**config.mk**
```make
export PLATFORM = sky130hd
export DESIGN_NAME = sz_type_packer
export DESIGN_NICKNAME = d
export VERILOG_FILES = /design/src/rtl/sz_type_packer.sv
export SDC_FILE = /design/constraint.sdc
export NUM_CORES = 1
export LEC_CHECK = 0
export ABC_AREA = 1
export CORE_UTILIZATION = 60
export CTS_CLUSTER_DIAMETER = 100
export CTS_CLUSTER_SIZE = 20
export DETAILED_ROUTE_END_ITERATION = 8
export DONT_BUFFER_PORTS = 1
export PLACE_DENSITY = 0.88
export SETUP_SLACK_MARGIN = 0.02
export SLEW_MARGIN = 20
export SYNTH_ARGS = -nofsm -noshare
export SYNTH_HDL_FRONTEND = slang
export SYNTH_SLANG_ARGS = --single-unit
```
**constraint.sdc**
```tcl
create_clock -name clk -period 6.6 [get_ports clk]
set_input_delay 1.32 -clock clk [delete_from_list [all_inputs] [get_ports clk]]
set_output_delay 1.32 -clock clk [all_outputs]
set_load 0.05 [all_outputs]
```
**src/rtl/sz_type_packer.sv**
```systemverilog
// sz_type_packer: packs 2-bit SZ type codes LSB-first into 32-bit words,
// buffered in a small FIFO behind a valid/ready handshake, with block flush.
// Ports: clk, rst_n (async, active low); code_in/code_valid (no backpressure);
//   flush (closes current word as last of block); word_out/word_count/
//   word_last/word_valid/word_ready (FIFO head handshake); fifo_level;
//   overflow (sticky dropped-word flag).
// Optional: define SZ_PACK_STATS_EN to add stat_codes/stat_words counters.
module sz_type_packer #(
    parameter int FIFO_DEPTH = 4
) (
    input  logic                          clk,
    input  logic                          rst_n,
    input  logic [1:0]                    code_in,
    input  logic                          code_valid,
    input  logic                          flush,
    output logic [31:0]                   word_out,
    output logic [4:0]                    word_count,
    output logic                          word_last,
    output logic                          word_valid,
    input  logic                          word_ready,
    output logic [$clog2(FIFO_DEPTH):0]   fifo_level,
    output logic                          overflow
`ifdef SZ_PACK_STATS_EN
    ,
    output logic [31:0]                   stat_codes,
    output logic [31:0]                   stat_words
`endif
);

    localparam int AW = $clog2(FIFO_DEPTH);

    logic [31:0] acc;
    logic [4:0]  n;

    logic [31:0] code_sh;
    logic [31:0] next_data;
    logic [4:0]  next_cnt;
    logic        close;

    logic [AW:0]   wr_ptr;
    logic [AW:0]   rd_ptr;
    logic [AW-1:0] wr_idx;
    logic [AW-1:0] rd_idx;
    logic          empty;
    logic          full;
    logic          pop;
    logic          push;
    logic          drop;

    logic [31:0] mem_data [FIFO_DEPTH];
    logic [4:0]  mem_cnt  [FIFO_DEPTH];
    logic        mem_last [FIFO_DEPTH];

    // The word being closed already includes a code accepted this cycle,
    // so a flush coinciding with the 16th code yields one count-16 word.
    always_comb begin
        code_sh   = {30'd0, code_in} << {n[3:0], 1'b0};
        next_data = code_valid ? (acc | code_sh) : acc;
        next_cnt  = n + {4'd0, code_valid};
        close     = flush || (code_valid && (n == 5'd15));
    end

    assign wr_idx = wr_ptr[AW-1:0];
    assign rd_idx = rd_ptr[AW-1:0];
    assign empty  = (wr_ptr == rd_ptr);
    assign full   = (wr_ptr[AW] != rd_ptr[AW]) && (wr_idx == rd_idx);
    assign pop    = !empty && word_ready;
    // A pop in the same cycle frees the head slot, so a full FIFO can
    // still take the new word (it lands in the slot being vacated).
    assign push   = close && (!full || pop);
    assign drop   = close && full && !pop;

    always_ff @(posedge clk or negedge rst_n) begin
        if (!rst_n) begin
            acc      <= '0;
            n        <= '0;
            wr_ptr   <= '0;
            rd_ptr   <= '0;
            overflow <= 1'b0;
        end else begin
            if (close) begin
                acc <= '0;
                n   <= '0;
            end else begin
                acc <= next_data;
                n   <= next_cnt;
            end
            if (push) wr_ptr <= wr_ptr + 1'b1;
            if (pop)  rd_ptr <= rd_ptr + 1'b1;
            if (drop) overflow <= 1'b1;
        end
    end

    // Storage needs no reset: the head is masked to zero while empty.
    always_ff @(posedge clk) begin
        if (push) begin
            mem_data[wr_idx] <= next_data;
            mem_cnt[wr_idx]  <= next_cnt;
            mem_last[wr_idx] <= flush;
        end
    end

    assign word_valid = !empty;
    assign word_out   = empty ? 32'd0 : mem_data[rd_idx];
    assign word_count = empty ? 5'd0  : mem_cnt[rd_idx];
    assign word_last  = empty ? 1'b0  : mem_last[rd_idx];
    assign fifo_level = wr_ptr - rd_ptr;

`ifdef SZ_PACK_STATS_EN
    always_ff @(posedge clk or negedge rst_n) begin
        if (!rst_n) begin
            stat_codes <= '0;
            stat_words <= '0;
        end else begin
            if (code_valid) stat_codes <= stat_codes + 32'd1;
            if (push)       stat_words <= stat_words + 32'd1;
        end
    end
`endif

endmodule

```
* Word level (Yosys, flattened, before mapping)
Memory sizes are Yosys's and may differ from the RTL's.
Index checks and enable logic that the tools add are counted.
Widths: inputs -> output; s select.
** Word-level totals
- Register bits after elaboration :: 44
- RAM bits :: 152
- Bits of input ports :: 7
- Output and inout port bits :: 43
- Logic and storage cells :: 37
- Memories :: 3
** Cells by class
- $add $sub $neg :: 4
- Equal/unequal tests :: 4
- Shift operators :: 1
- Mux-type cells :: 8
- Bitwise gates (word level) :: 1
- Reductions and logical operators :: 11
** Memories
- mem_data :: words 4, bits a word 32, rd ports 1, clocked after Yosys merged registers in 0, write ports 1, RTL line 50 : logic [31:0] mem_data [FIFO_DEPTH];
- mem_cnt :: words 4, bits a word 5, rd ports 1, clocked after Yosys merged registers in 0, write ports 1, RTL line 51 : logic [4:0] mem_cnt [FIFO_DEPTH];
- mem_last :: words 4, bits a word 1, rd ports 1, clocked after Yosys merged registers in 0, write ports 1, RTL line 52 : logic mem_last [FIFO_DEPTH];
** Operators by type and width (count)
- $mux 32 :: 3
- $or 32x32->32 :: 1
- $shl 2x5->32 :: 1
- $mux 5 :: 2
- $add 3x1->3 const B :: 2
- $logic_and 1x1->1 :: 6
- $add 5x1->5 :: 1
- $eq 5x4->1 const B :: 1
- $eq 3x3->1 :: 1
- $logic_not 1->1 :: 3
- $mux 1 :: 3
- $sub 3x3->3 :: 1
- $eq 2x2->1 :: 1
- $logic_or 1x1->1 :: 2
- $ne 1x1->1 :: 1

* Longest topological paths before layout
Gate-level depths: netlist of run 1.
- Depth after elaboration :: 7
- Gate-level depth with buffers :: 10
- Depth with buffers taken out :: 9

* Worst setup path before layout of run 1
No wires, ideal clock.
- Path kind :: input-to-reg
- From :: in code_valid
- To :: mem mem_cnt[0][0], enable pin
- Library setup time :: 433 ps
- Arrival :: 3366 ps
- Data required time :: 6167 ps
- Path slack :: 2801 ps
- Cell stages on the path :: 6
- Buffers on the path :: 0
- Cells stage by stage :: inv_1 -> nor2_1 -> nand2_1 -> nand2_2 -> nand2_1 -> nor2_1
** Between the ends
- Cells in the longest elaborated chain, start to end :: 5
** Ends and longest elaborated chain
- from (decl) :: RTL line 14 : input logic code_valid,
- $logic_and 1x1->1 :: RTL line 60 : close = flush || (code_valid && (n == 5'd15));
- $logic_or 1x1->1 :: RTL line 60
- $logic_and 1x1->1 :: RTL line 70 : assign push = close && (!full || pop);
- $mux 1 :: RTL line 96 : if (push) begin
- $mux 1 (not written as such) :: RTL line 98 : mem_cnt[wr_idx] <= next_cnt;
- to (decl) :: RTL line 51
No other way between the ends.

* Worst setup path in the final report of run 1
- From :: reg rd_ptr[1]
- To :: out word_out[17]
** Between the ends
- Cells in the longest elaborated chain, start to end :: 2
- Elaborated cells on any way between the ends :: 3
- Those cells by class :: eq/ne (1); mux (1); memory (1)
** Ends and longest elaborated chain
- from (decl) :: RTL line 41 : logic [AW:0] rd_ptr;
- from (signal assigned) :: RTL line 89 : if (pop) rd_ptr <= rd_ptr + 1'b1;
- $mem_v2 4x32 or $eq 3x3->1 (tied branches)
- $mux 32 (*) :: RTL line 104 : assign word_out = empty ? 32'd0 : mem_data[rd_idx];
- to (decl) :: RTL line 16 : output logic [31:0] word_out,
Every way passes the cells marked *; elsewhere a longest branch is shown, timed or not.

==> results of run 1 <==
state kept, by name, indices dropped and copies added, names as in the netlist:
register	flops
acc	32
mem_last	4
mem_data	128
rd_ptr	3
wr_ptr	3
n	5
overflow	1
mem_cnt	20
metal layers:
metal | share of wire (%) | vias up
li1 | - | 2413
met1 | 39 | 2517
met2 | 52 | 182
met3 | 6.6 | 20
met4 | 1.8 | 0
met5 | 0 | -
worst paths after layout:
kind                            startpoint              to  slack (ps)  depth (start not counted)
worst max-delay path             rd_ptr[1]    word_out[17]        1840                          7
max in group asynchronous            rst_n          acc[2]        5920                          0
worst max register to register   rd_ptr[1]  mem_data[3][0]        3020                          9
worst min register to register     acc[30]         acc[30]         490                          2
worst min-delay path               acc[30]         acc[30]         490                          2
min in group asynchronous            rst_n       wr_ptr[0]         580                          0
cell type report:
type,instances,area [um^2],area share [%]
Tap cell,176,220.2,2.488
Sequential cell,196,5667,64.01
Clock buffer,19,432.9,4.890
Timing Repair Buffer,7,132.6,1.498
Clock inverter,13,140.1,1.583
Multi-Input combinational cell,433,2024,22.87
Inverter,62,235.2,2.657
cell families (layout without fill, tap and decap cells):
kind of cell               count (synthesis)  after routing  share of synthesized area [%]
and+or+nand+nor                          270            270                          12.95
buffers and inverters                     97            101                          5.931
AOI/OAI and AO/OA                        148            148                          9.373
xor gates and xnor gates                   5              5                         0.5378
adders and majority gates                 10             10                          1.629
DFF                                      196            196                          69.58
stage by stage:
| stage | worst slack, ps | std cells | cell area (um^2) |
|---|---|---|---|
| after floorplan | 2801 | 726 | 8143 |
| after global placement | 2393 | 870 | 8169 |
| after CTS | 1818 | 904 | 8797 |
| after detailed placement | 2300 | 872 | 8224 |
| after global routing | 1600 | 906 | 8852 |
| final | 1835 | 906 | 8852 |
critical path, cell delays in order, from the launching register on:
cell	delay, ps
sky130_fd_sc_hd__dfrtp_1	370
sky130_fd_sc_hd__buf_4	270
sky130_fd_sc_hd__inv_2	600
sky130_fd_sc_hd__ha_1	360
sky130_fd_sc_hd__nand2_1	120
sky130_fd_sc_hd__nor2_2	160
sky130_fd_sc_hd__buf_4	260
sky130_fd_sc_hd__a21oi_1	840
cells in the final DEF, fill, tap and decap left out, types with 17 or more instances in the layout:
cell,n
sky130_fd_sc_hd__nor2_1,173
sky130_fd_sc_hd__edfxtp_1,152
sky130_fd_sc_hd__nand2_1,70
sky130_fd_sc_hd__a21oi_1,58
sky130_fd_sc_hd__inv_1,58
sky130_fd_sc_hd__o21ai_0,56
sky130_fd_sc_hd__dfrtp_1,43
sky130_fd_sc_hd__o21ai_1,25
sky130_fd_sc_hd__clkbuf_16,17
==> reports/metrics.json, run 1 <==
{
  "status": {"value": "completed"},
  "synth.ff_latch_count": {"value": 196},
  "final-setup-viol-count": {"value": 0},
  "grt_util_met1": {"value": 31.40, "unit": "%"},
  "cts.reportedPaths.clkPinSlew": {"value": 70, "unit": "ps"},
  "cts_hold_repair.buffers": {"value": 0},
  "worst_setup_path_start_kind": {"value": "flip-flop"},
  "cap_viol_max_count": {"value": 0},
  "dp.final_hpwl": {"value": 9844, "unit": "um"},
  "setup-tns-final": {"value": 0, "unit": "ps"},
  "via_count_of_the_routed_design": {"value": 5132},
  "drt_pre_antenna_iters": {"value": 5},
  "grt_start_max_net_pins": {"value": 78},
  "cts_root_buffer": {"value": "sky130_fd_sc_hd__clkbuf_16"},
  "finalWorstPathRequiredPeriod": {"value": 4765, "unit": "ps"},
  "setup_repair_after_global_routing_missed_its_margin": {"value": "no"},
  "ant_cells": {"value": 0},
  "grt-ovfl-total": {"value": 0},
  "area_growth_from_synthesis_to_final_layout": {"value": 8.712, "unit": "%"},
  "max-slew-margin-rel": {"value": 25.96, "unit": "%"},
  "yosysTopAreaCellShare": {"value": 56.05, "unit": "%"},
  "drc_errors_left": {"value": 0},
  "period_share": {"value": 72.19, "unit": "%"},
  "cts_max_level": {"value": 4},
  "gr-usage-met3": {"value": 5.405, "unit": "%"},
  "gr-usage-all-layers": {"value": 24.88, "unit": "%"},
  "place_congestion": {"value": 0.8895},
  "critical_path_peak_fanout": {"value": 42},
  "drv_slew": {"value": 0},
  "place.port_buffers": {"value": 0},
  "worst_hold_path_type": {"value": "flip-flop to flip-flop"},
  "cts_repair_resize_count": {"value": 0},
  "antenna_found_initial": {"value": 0},
  "die_w": {"value": 118.5, "unit": "um"},
  "synth.cells.most_frequent": {"value": "sky130_fd_sc_hd__nor2_1, sky130_fd_sc_hd__edfxtp_1, sky130_fd_sc_hd__nand2_1, sky130_fd_sc_hd__a21oi_1, sky130_fd_sc_hd__inv_1"},
  "synth.distinct_cells": {"value": 26},
  "route.antenna.remaining_nets": {"value": 0},
  "final-hold-violation-count": {"value": 0},
  "global_route.usage.met2": {"value": 41.95, "unit": "%"},
  "ctsLongestPathBuffers": {"value": 2},
  "cts.repair_timing.setup_buffer_count": {"value": 0},
  "die_area": {"value": 14040, "unit": "um^2"},
  "synth.most_common_cell": {"value": "sky130_fd_sc_hd__nor2_1"},
  "floorplan.io_pins": {"value": 50},
  "fin_hold_ws": {"value": 492.1, "unit": "ps"},
  "yosys.area.top_type": {"value": "sky130_fd_sc_hd__edfxtp_1"},
  "layer_with_the_highest_usage_after_global_routing": {"value": "met2"},
  "worst-slew-pin-transition": {"value": 1114, "unit": "ps"},
  "synth-edff-count": {"value": 152},
  "critPathArrivalTime": {"value": 3440, "unit": "ps"},
  "synth_cells": {"value": 726},
  "post_detailed_route_wirelength_per_cell": {"value": 17.91, "unit": "um"},
  "layout-drive-gt1-share": {"value": 6.164, "unit": "%"},
  "design.final.nets": {"value": 734},
  "post_synth_net_total": {"value": 743},
  "synth_sequential_area_ratio": {"value": 69.58, "unit": "%"},
  "cp_data_required_time": {"value": 5280, "unit": "ps"},
  "yosys_warnings": {"value": 0},
  "synth.avg_cell_area": {"value": 11.22, "unit": "um^2"},
  "routed_wirelength": {"value": 16230, "unit": "um"},
  "synth_async_sr_flop_share": {"value": 22.45, "unit": "%"},
  "clkLatencyLatePin": {"value": 430, "unit": "ps"},
  "skew": {"value": 13.54, "unit": "ps"},
  "detailedRoute.firstIterationViolations": {"value": 523},
  "die_height": {"value": 118.5, "unit": "um"},
  "end_kind": {"value": "output pin"},
  "mappedNetlistArea": {"value": 8143, "unit": "um^2"},
  "core_area": {"value": 13240, "unit": "um^2"},
  "wire_length_of_the_first_global_routing_pass": {"value": 26360, "unit": "um"},
  "first_global_vias": {"value": 5138},
  "tritoncts": {"value": "yes"},
  "fin_util": {"value": 66.85, "unit": "%"},
  "top_cells_by_area_in_the_synthesized_netlist": {"value": "sky130_fd_sc_hd__edfxtp_1, sky130_fd_sc_hd__dfrtp_1, sky130_fd_sc_hd__nor2_1"},
  "max_freq": {"value": 209.9, "unit": "MHz"},
  "routed_via_density": {"value": 5.664},
  "clock-sinks": {"value": 196},
  "start_util": {"value": 61.49, "unit": "%"},
  "std_cell_rows": {"value": 42},
  "fillers": {"value": 938},
  "crit_type": {"value": "flip-flop to output pin"},
  "numCtsBuffers": {"value": 17},
  "synth_flop_cell": {"value": "sky130_fd_sc_hd__edfxtp_1"}
}
Power of run 1 is not shown: default switching activity piles up to over one toggle a cycle in this logic, so the estimate is an artifact.
==> run 2: changes to the inputs <==
==> constraint.sdc (replaced) <==
create_clock -name clk -period 4.67 [get_ports clk]
set_input_delay 0.934 -clock clk [delete_from_list [all_inputs] [get_ports clk]]
set_output_delay 0.934 -clock clk [all_outputs]
set_load 0.05 [all_outputs]
==> run 2 against run 1 <==
Against the previous run:
- setup slack got worse by 750 ps
- via count increased by 6.0%
- register-to-register slack got worse by 1700 ps
- flip-flop and latch count unchanged
- highest routed layer unchanged
- clock-buffer cell count unchanged
- clock skew decreased by 4.5 ps
- global-route usage increased by 1.2 points
- utilization increased by 1.4 points
- critical path depth unchanged
- first-iteration DRC count increased by 19%
- cell area increased by 2.1%
==> reports/metrics.json, run 2 (synthesis results as in run 1) <==
{
  "numCtsBuffers": {"value": 17},
  "cts.repair_timing.setup_buffer_count": {"value": 0},
  "crit_type": {"value": "flip-flop to output pin"},
  "cts_root_buffer": {"value": "sky130_fd_sc_hd__clkbuf_16"},
  "skew": {"value": 9.002, "unit": "ps"},
  "core_area": {"value": 13240, "unit": "um^2"},
  "layout.area.seq": {"value": 5667, "unit": "um^2"},
  "std_cell_rows": {"value": 42},
  "layout-drive-gt1-share": {"value": 10.68, "unit": "%"},
  "cts_repair_resize_count": {"value": 0},
  "wire_length_of_the_first_global_routing_pass": {"value": 27590, "unit": "um"},
  "die_area": {"value": 14040, "unit": "um^2"},
  "drc_errors_left": {"value": 0},
  "drt_pre_antenna_iters": {"value": 5},
  "path_cells": {"value": "inv_2, ha_1, nand2_1, nor2_2, buf_4, a21oi_1, buf_4"},
  "antenna_found_initial": {"value": 0},
  "cts.reportedPaths.clkPinSlew": {"value": 70, "unit": "ps"},
  "fillers": {"value": 916},
  "slowest_delay": {"value": 540, "unit": "ps"},
  "end_kind": {"value": "output pin"},
  "tritoncts": {"value": "yes"},
  "worst_setup_path_start_kind": {"value": "flip-flop"},
  "ant_cells": {"value": 0},
  "cts_hold_repair.buffers": {"value": 0},
  "worst_hold_path_type": {"value": "input port to async pin"},
  "multi_input_comb_area": {"value": 2024, "unit": "um^2"},
  "via_count_of_the_routed_design": {"value": 5439},
  "routed_via_density": {"value": 5.762},
  "worst_path_dominant_cell_family": {"value": "buffers and inverters"},
  "fin_util": {"value": 68.25, "unit": "%"},
  "place_congestion": {"value": 0.8611},
  "gr-usage-all-layers": {"value": 26.04, "unit": "%"},
  "die_w": {"value": 118.5, "unit": "um"},
  "setup-tns-final": {"value": 0, "unit": "ps"},
  "max-slew-margin-rel": {"value": 33.04, "unit": "%"},
  "final-hold-violation-count": {"value": 0},
  "finalWorstPathRequiredPeriod": {"value": 3582, "unit": "ps"},
  "cp_num_buf_inv": {"value": 3},
  "floorplan.io_pins": {"value": 50},
  "clkLatencyLatePin": {"value": 440, "unit": "ps"},
  "postPlaceCellArea": {"value": 8492, "unit": "um^2"},
  "cp_data_required_time": {"value": 3740, "unit": "ps"},
  "final-setup-viol-count": {"value": 0},
  "setup_repair_after_global_routing_missed_its_margin": {"value": "no"},
  "clock-sinks": {"value": 196},
  "reg.largest.list": {"value": "mem_data (128), acc (32), mem_cnt (20)"},
  "worst_path_max_delay_cell": {"value": "sky130_fd_sc_hd__inv_2"},
  "ctsLongestPathBuffers": {"value": 2},
  "detailedRoute.firstIterationViolations": {"value": 620},
  "postLayoutCellArea": {"value": 9039, "unit": "um^2"},
  "design.final.nets": {"value": 773},
  "period_share": {"value": 76.70, "unit": "%"},
  "status": {"value": "completed"},
  "grt-ovfl-total": {"value": 0},
  "die_height": {"value": 118.5, "unit": "um"},
  "place.port_buffers": {"value": 0},
  "cts_max_level": {"value": 4},
  "dp.final_hpwl": {"value": 10410, "unit": "um"},
  "critical_path_peak_fanout": {"value": 39},
  "post_detailed_route_wirelength_per_cell": {"value": 18.20, "unit": "um"},
  "start_util": {"value": 61.49, "unit": "%"},
  "first_global_vias": {"value": 5433},
  "grt_start_max_net_pins": {"value": 78},
  "cap_viol_max_count": {"value": 0},
  "route.antenna.remaining_nets": {"value": 0},
  "worst-slew-pin-transition": {"value": 1001, "unit": "ps"},
  "critPathArrivalTime": {"value": 2650, "unit": "ps"},
  "crit_top_cell": {"value": "sky130_fd_sc_hd__buf_4"},
  "mostFrequentLayoutCell": {"value": "sky130_fd_sc_hd__nor2_1"},
  "layout.cells.most_common_list": {"value": "sky130_fd_sc_hd__nor2_1, sky130_fd_sc_hd__edfxtp_1, sky130_fd_sc_hd__nand2_1"},
  "drv_slew": {"value": 0},
  "largest_register_by_flop_count": {"value": "mem_data"},
  "largest_reg_flops": {"value": 128},
  "routed_wirelength": {"value": 17190, "unit": "um"},
  "max_freq": {"value": 279.2, "unit": "MHz"},
  "area_growth_from_synthesis_to_final_layout": {"value": 11.00, "unit": "%"}
}
-- run 2: cell count changes in the layout (fill, tap and decap cells not counted) --
cell	previous run	this run
sky130_fd_sc_hd__buf_4	3	46
sky130_fd_sc_hd__inv_6	0	1
sky130_fd_sc_hd__clkinv_4	0	1
sky130_fd_sc_hd__bufinv_16	3	2
sky130_fd_sc_hd__clkinvlp_4	2	1
sky130_fd_sc_hd__clkinv_1	4	5
sky130_fd_sc_hd__clkinv_2	4	2
sky130_fd_sc_hd__buf_16	4	0
-- run 2: layout make-up --
class,count,area share (%)
multi-input combinational,433,22.40
clock inverter,12,1.260
sequential,196,62.69
inverter,62,2.602
clock buffer,19,4.790
tap,176,2.436
timing repair buffer,46,3.821
-- run 2: worst paths after layout --
check	from	end	slack, ps	cells past startpoint
worst max register to register	rd_ptr[1]	mem_data[0][24]	1320	8
worst min-delay path	rst_n	acc[17]	190	0
min in group clk	acc[31]	acc[31]	510	2
worst min register to register	acc[31]	acc[31]	510	2
max in group asynchronous	rst_n	acc[4]	4390	0
worst max-delay path	rd_ptr[1]	word_out[17]	1090	7
-- run 2: stage by stage --
stage	instances	setup WS, ps	hold slack, ps
2_1_floorplan	726	1158	449.4
3_3_place_gp	913	1518	471.4
3_5_place_dp	913	1337	494.7
4_1_cts	944	1069	181.0
5_1_grt	944	901.0	175.1
6_report	944	1088	188.0
-- run 2: routing by layer --
metal,global-route usage [%],routed length [um],up-vias
li1,-,-,2494
met1,32.52,6718,2632
met2,44.15,8814,262
met3,5.743,1172,51
met4,10.92,479,0
met5,0,0,-
Power of run 2 is left out for the same reason.
==> run 3: changes to the inputs <==
==> constraint.sdc (replaced) <==
create_clock -name clk -period 3.4 [get_ports clk]
set_input_delay 0.68 -clock clk [delete_from_list [all_inputs] [get_ports clk]]
set_output_delay 0.68 -clock clk [all_outputs]
set_load 0.05 [all_outputs]
==> run 3 against run 2 <==
Against the previous run:
- via count is 1.8% higher
- routed wire length is 3.2% higher
- setup slack worse by 820 ps
- die area stayed put
- critical path depth is 1 lower
- sequential share of layout area is 0.89 points lower
- flip-flop and latch count stayed put
- largest cell class unchanged
==> reports/metrics.json, run 3 (synthesis results as in run 1) <==
{
  "timing.reg2reg.setup_slack": {"value": 930, "unit": "ps"},
  "cts.repair_timing.setup_buffer_count": {"value": 0},
  "max-slew-margin-rel": {"value": 44.55, "unit": "%"},
  "skew": {"value": 6.284, "unit": "ps"},
  "clock-sinks": {"value": 196},
  "ant_cells": {"value": 0},
  "crit_type": {"value": "flip-flop to output pin"},
  "drc_errors_left": {"value": 0},
  "largest_reg_flops": {"value": 128},
  "critical_path_peak_fanout": {"value": 76},
  "reg.largest.list": {"value": "mem_data (128), acc (32), mem_cnt (20)"},
  "via_count_of_the_routed_design": {"value": 5536},
  "fin_hold_ws": {"value": 91.32, "unit": "ps"},
  "start_util": {"value": 61.49, "unit": "%"},
  "grt-ovfl-total": {"value": 0},
  "layout-drive-gt1-share": {"value": 12.34, "unit": "%"},
  "mostFrequentLayoutCell": {"value": "sky130_fd_sc_hd__nor2_1"},
  "grt_start_max_net_pins": {"value": 78},
  "design.final.nets": {"value": 782},
  "floorplan.io_pins": {"value": 50},
  "final.setup.worst_slack": {"value": 268.9, "unit": "ps"},
  "layout.cells.most_common_list": {"value": "sky130_fd_sc_hd__nor2_1, sky130_fd_sc_hd__edfxtp_1, sky130_fd_sc_hd__nand2_1"},
  "largest_register_by_flop_count": {"value": "mem_data"},
  "first_global_vias": {"value": 5613},
  "worst-slew-pin-transition": {"value": 831.8, "unit": "ps"},
  "route.antenna.remaining_nets": {"value": 0},
  "final-setup-viol-count": {"value": 0},
  "clkLatencyLatePin": {"value": 430, "unit": "ps"},
  "cts_root_buffer": {"value": "sky130_fd_sc_hd__clkbuf_16"},
  "place_congestion": {"value": 0.8769},
  "final_cell_count_no_fill": {"value": 954},
  "std_cell_rows": {"value": 42},
  "worst_setup_path_start_kind": {"value": "flip-flop"},
  "die_w": {"value": 118.5, "unit": "um"},
  "finalWorstPathRequiredPeriod": {"value": 3131, "unit": "ps"},
  "gr-usage-all-layers": {"value": 26.80, "unit": "%"},
  "status": {"value": "completed"},
  "end_kind": {"value": "output pin"},
  "cts_max_level": {"value": 4},
  "period_share": {"value": 92.09, "unit": "%"},
  "final-hold-violation-count": {"value": 0},
  "numCtsBuffers": {"value": 17},
  "area_growth_from_synthesis_to_final_layout": {"value": 12.60, "unit": "%"},
  "routed_wirelength": {"value": 17730, "unit": "um"},
  "preCtsSetupSlack": {"value": 831.6, "unit": "ps"},
  "cts.reportedPaths.clkPinSlew": {"value": 70, "unit": "ps"},
  "drv_slew": {"value": 0},
  "max_freq": {"value": 319.4, "unit": "MHz"},
  "tritoncts": {"value": "yes"},
  "dp.final_hpwl": {"value": 10280, "unit": "um"},
  "detailedRoute.firstIterationViolations": {"value": 699},
  "place.port_buffers": {"value": 0},
  "wire_length_of_the_first_global_routing_pass": {"value": 28290, "unit": "um"},
  "post_detailed_route_wirelength_per_cell": {"value": 18.58, "unit": "um"},
  "numPlacedInstances": {"value": 921},
  "die_area": {"value": 14040, "unit": "um^2"},
  "die_height": {"value": 118.5, "unit": "um"},
  "setup_repair_after_global_routing_missed_its_margin": {"value": "no"},
  "drt_pre_antenna_iters": {"value": 6},
  "routed_via_density": {"value": 5.803},
  "critPathArrivalTime": {"value": 2450, "unit": "ps"},
  "cp_data_required_time": {"value": 2720, "unit": "ps"},
  "antenna_found_initial": {"value": 0},
  "cap_viol_max_count": {"value": 0},
  "ctsLongestPathBuffers": {"value": 2},
  "worst_hold_path_type": {"value": "input port to async pin"},
  "core_area": {"value": 13240, "unit": "um^2"}
}
run 3: cell count changes in the layout (fill, tap and decap cells not counted):
cell	before	now
sky130_fd_sc_hd__clkinv_1	5	0
sky130_fd_sc_hd__buf_16	0	1
sky130_fd_sc_hd__bufinv_16	2	3
sky130_fd_sc_hd__inv_6	1	2
sky130_fd_sc_hd__buf_4	46	54
sky130_fd_sc_hd__clkbuf_1	2	3
sky130_fd_sc_hd__clkinv_2	2	4
sky130_fd_sc_hd__clkinv_4	1	2
run 3: repair_timing:
item                      in CTS  in global routing
hold buffers                   1                  0
gates resized for setup        0                  0
hold endpoints to repair      44                  0
run 3: metrics by stage:
step	instance area, um^2	setup TNS [ps]	utilization, %
3_3_place_gp	8552	0	64.58
2_1_floorplan	8143	-17010	-
6_report	9169	0	69.24
3_5_place_dp	8552	0	64.58
4_1_cts	9169	0	69.24
5_1_grt	9169	0	69.24
run 3: final timing paths:
| path | cells after the start | end | startpoint |
|---|---|---|---|
| worst max-delay path | 6 | word_out[4] | rd_ptr[0] |
| worst min-delay path | 1 | overflow | rst_n |
| worst max register to register | 8 | mem_data[2][1] | wr_ptr[0] |
| worst min register to register | 2 | acc[24] | acc[24] |
| max in group asynchronous | 1 | acc[3] | rst_n |
| min in group clk | 0 | mem_last[0] | flush |
run 3: layout make-up:
cell class / instances / area, um^2
multi-input combinational: 433 / 2024
clock buffer: 20 / 436.7
fill: 871 / 4074
clock inverter: 12 / 152.6
inverter: 62 / 235.2
tap: 176 / 220.2
timing repair buffer: 55 / 432.9
sequential: 196 / 5667
run 3: layer usage:
layer  vias up  GRT usage (%)  share of wire [%]
li1       2512              -                  -
met1      2667          33.32                 38
met2       311          44.96                 52
met3        46          6.274                8.2
met4         0          12.10                2.5
met5         -              0                  0
run 3: worst max-delay path: stages, from the launching register on:
cell                      delay (ps)
sky130_fd_sc_hd__dfrtp_2         420
sky130_fd_sc_hd__buf_4           640
sky130_fd_sc_hd__nor2_1          120
sky130_fd_sc_hd__nor2_1          170
sky130_fd_sc_hd__o21ai_0         180
sky130_fd_sc_hd__a21oi_1         190
sky130_fd_sc_hd__buf_4           220
Power of run 3 is left out for the same reason.
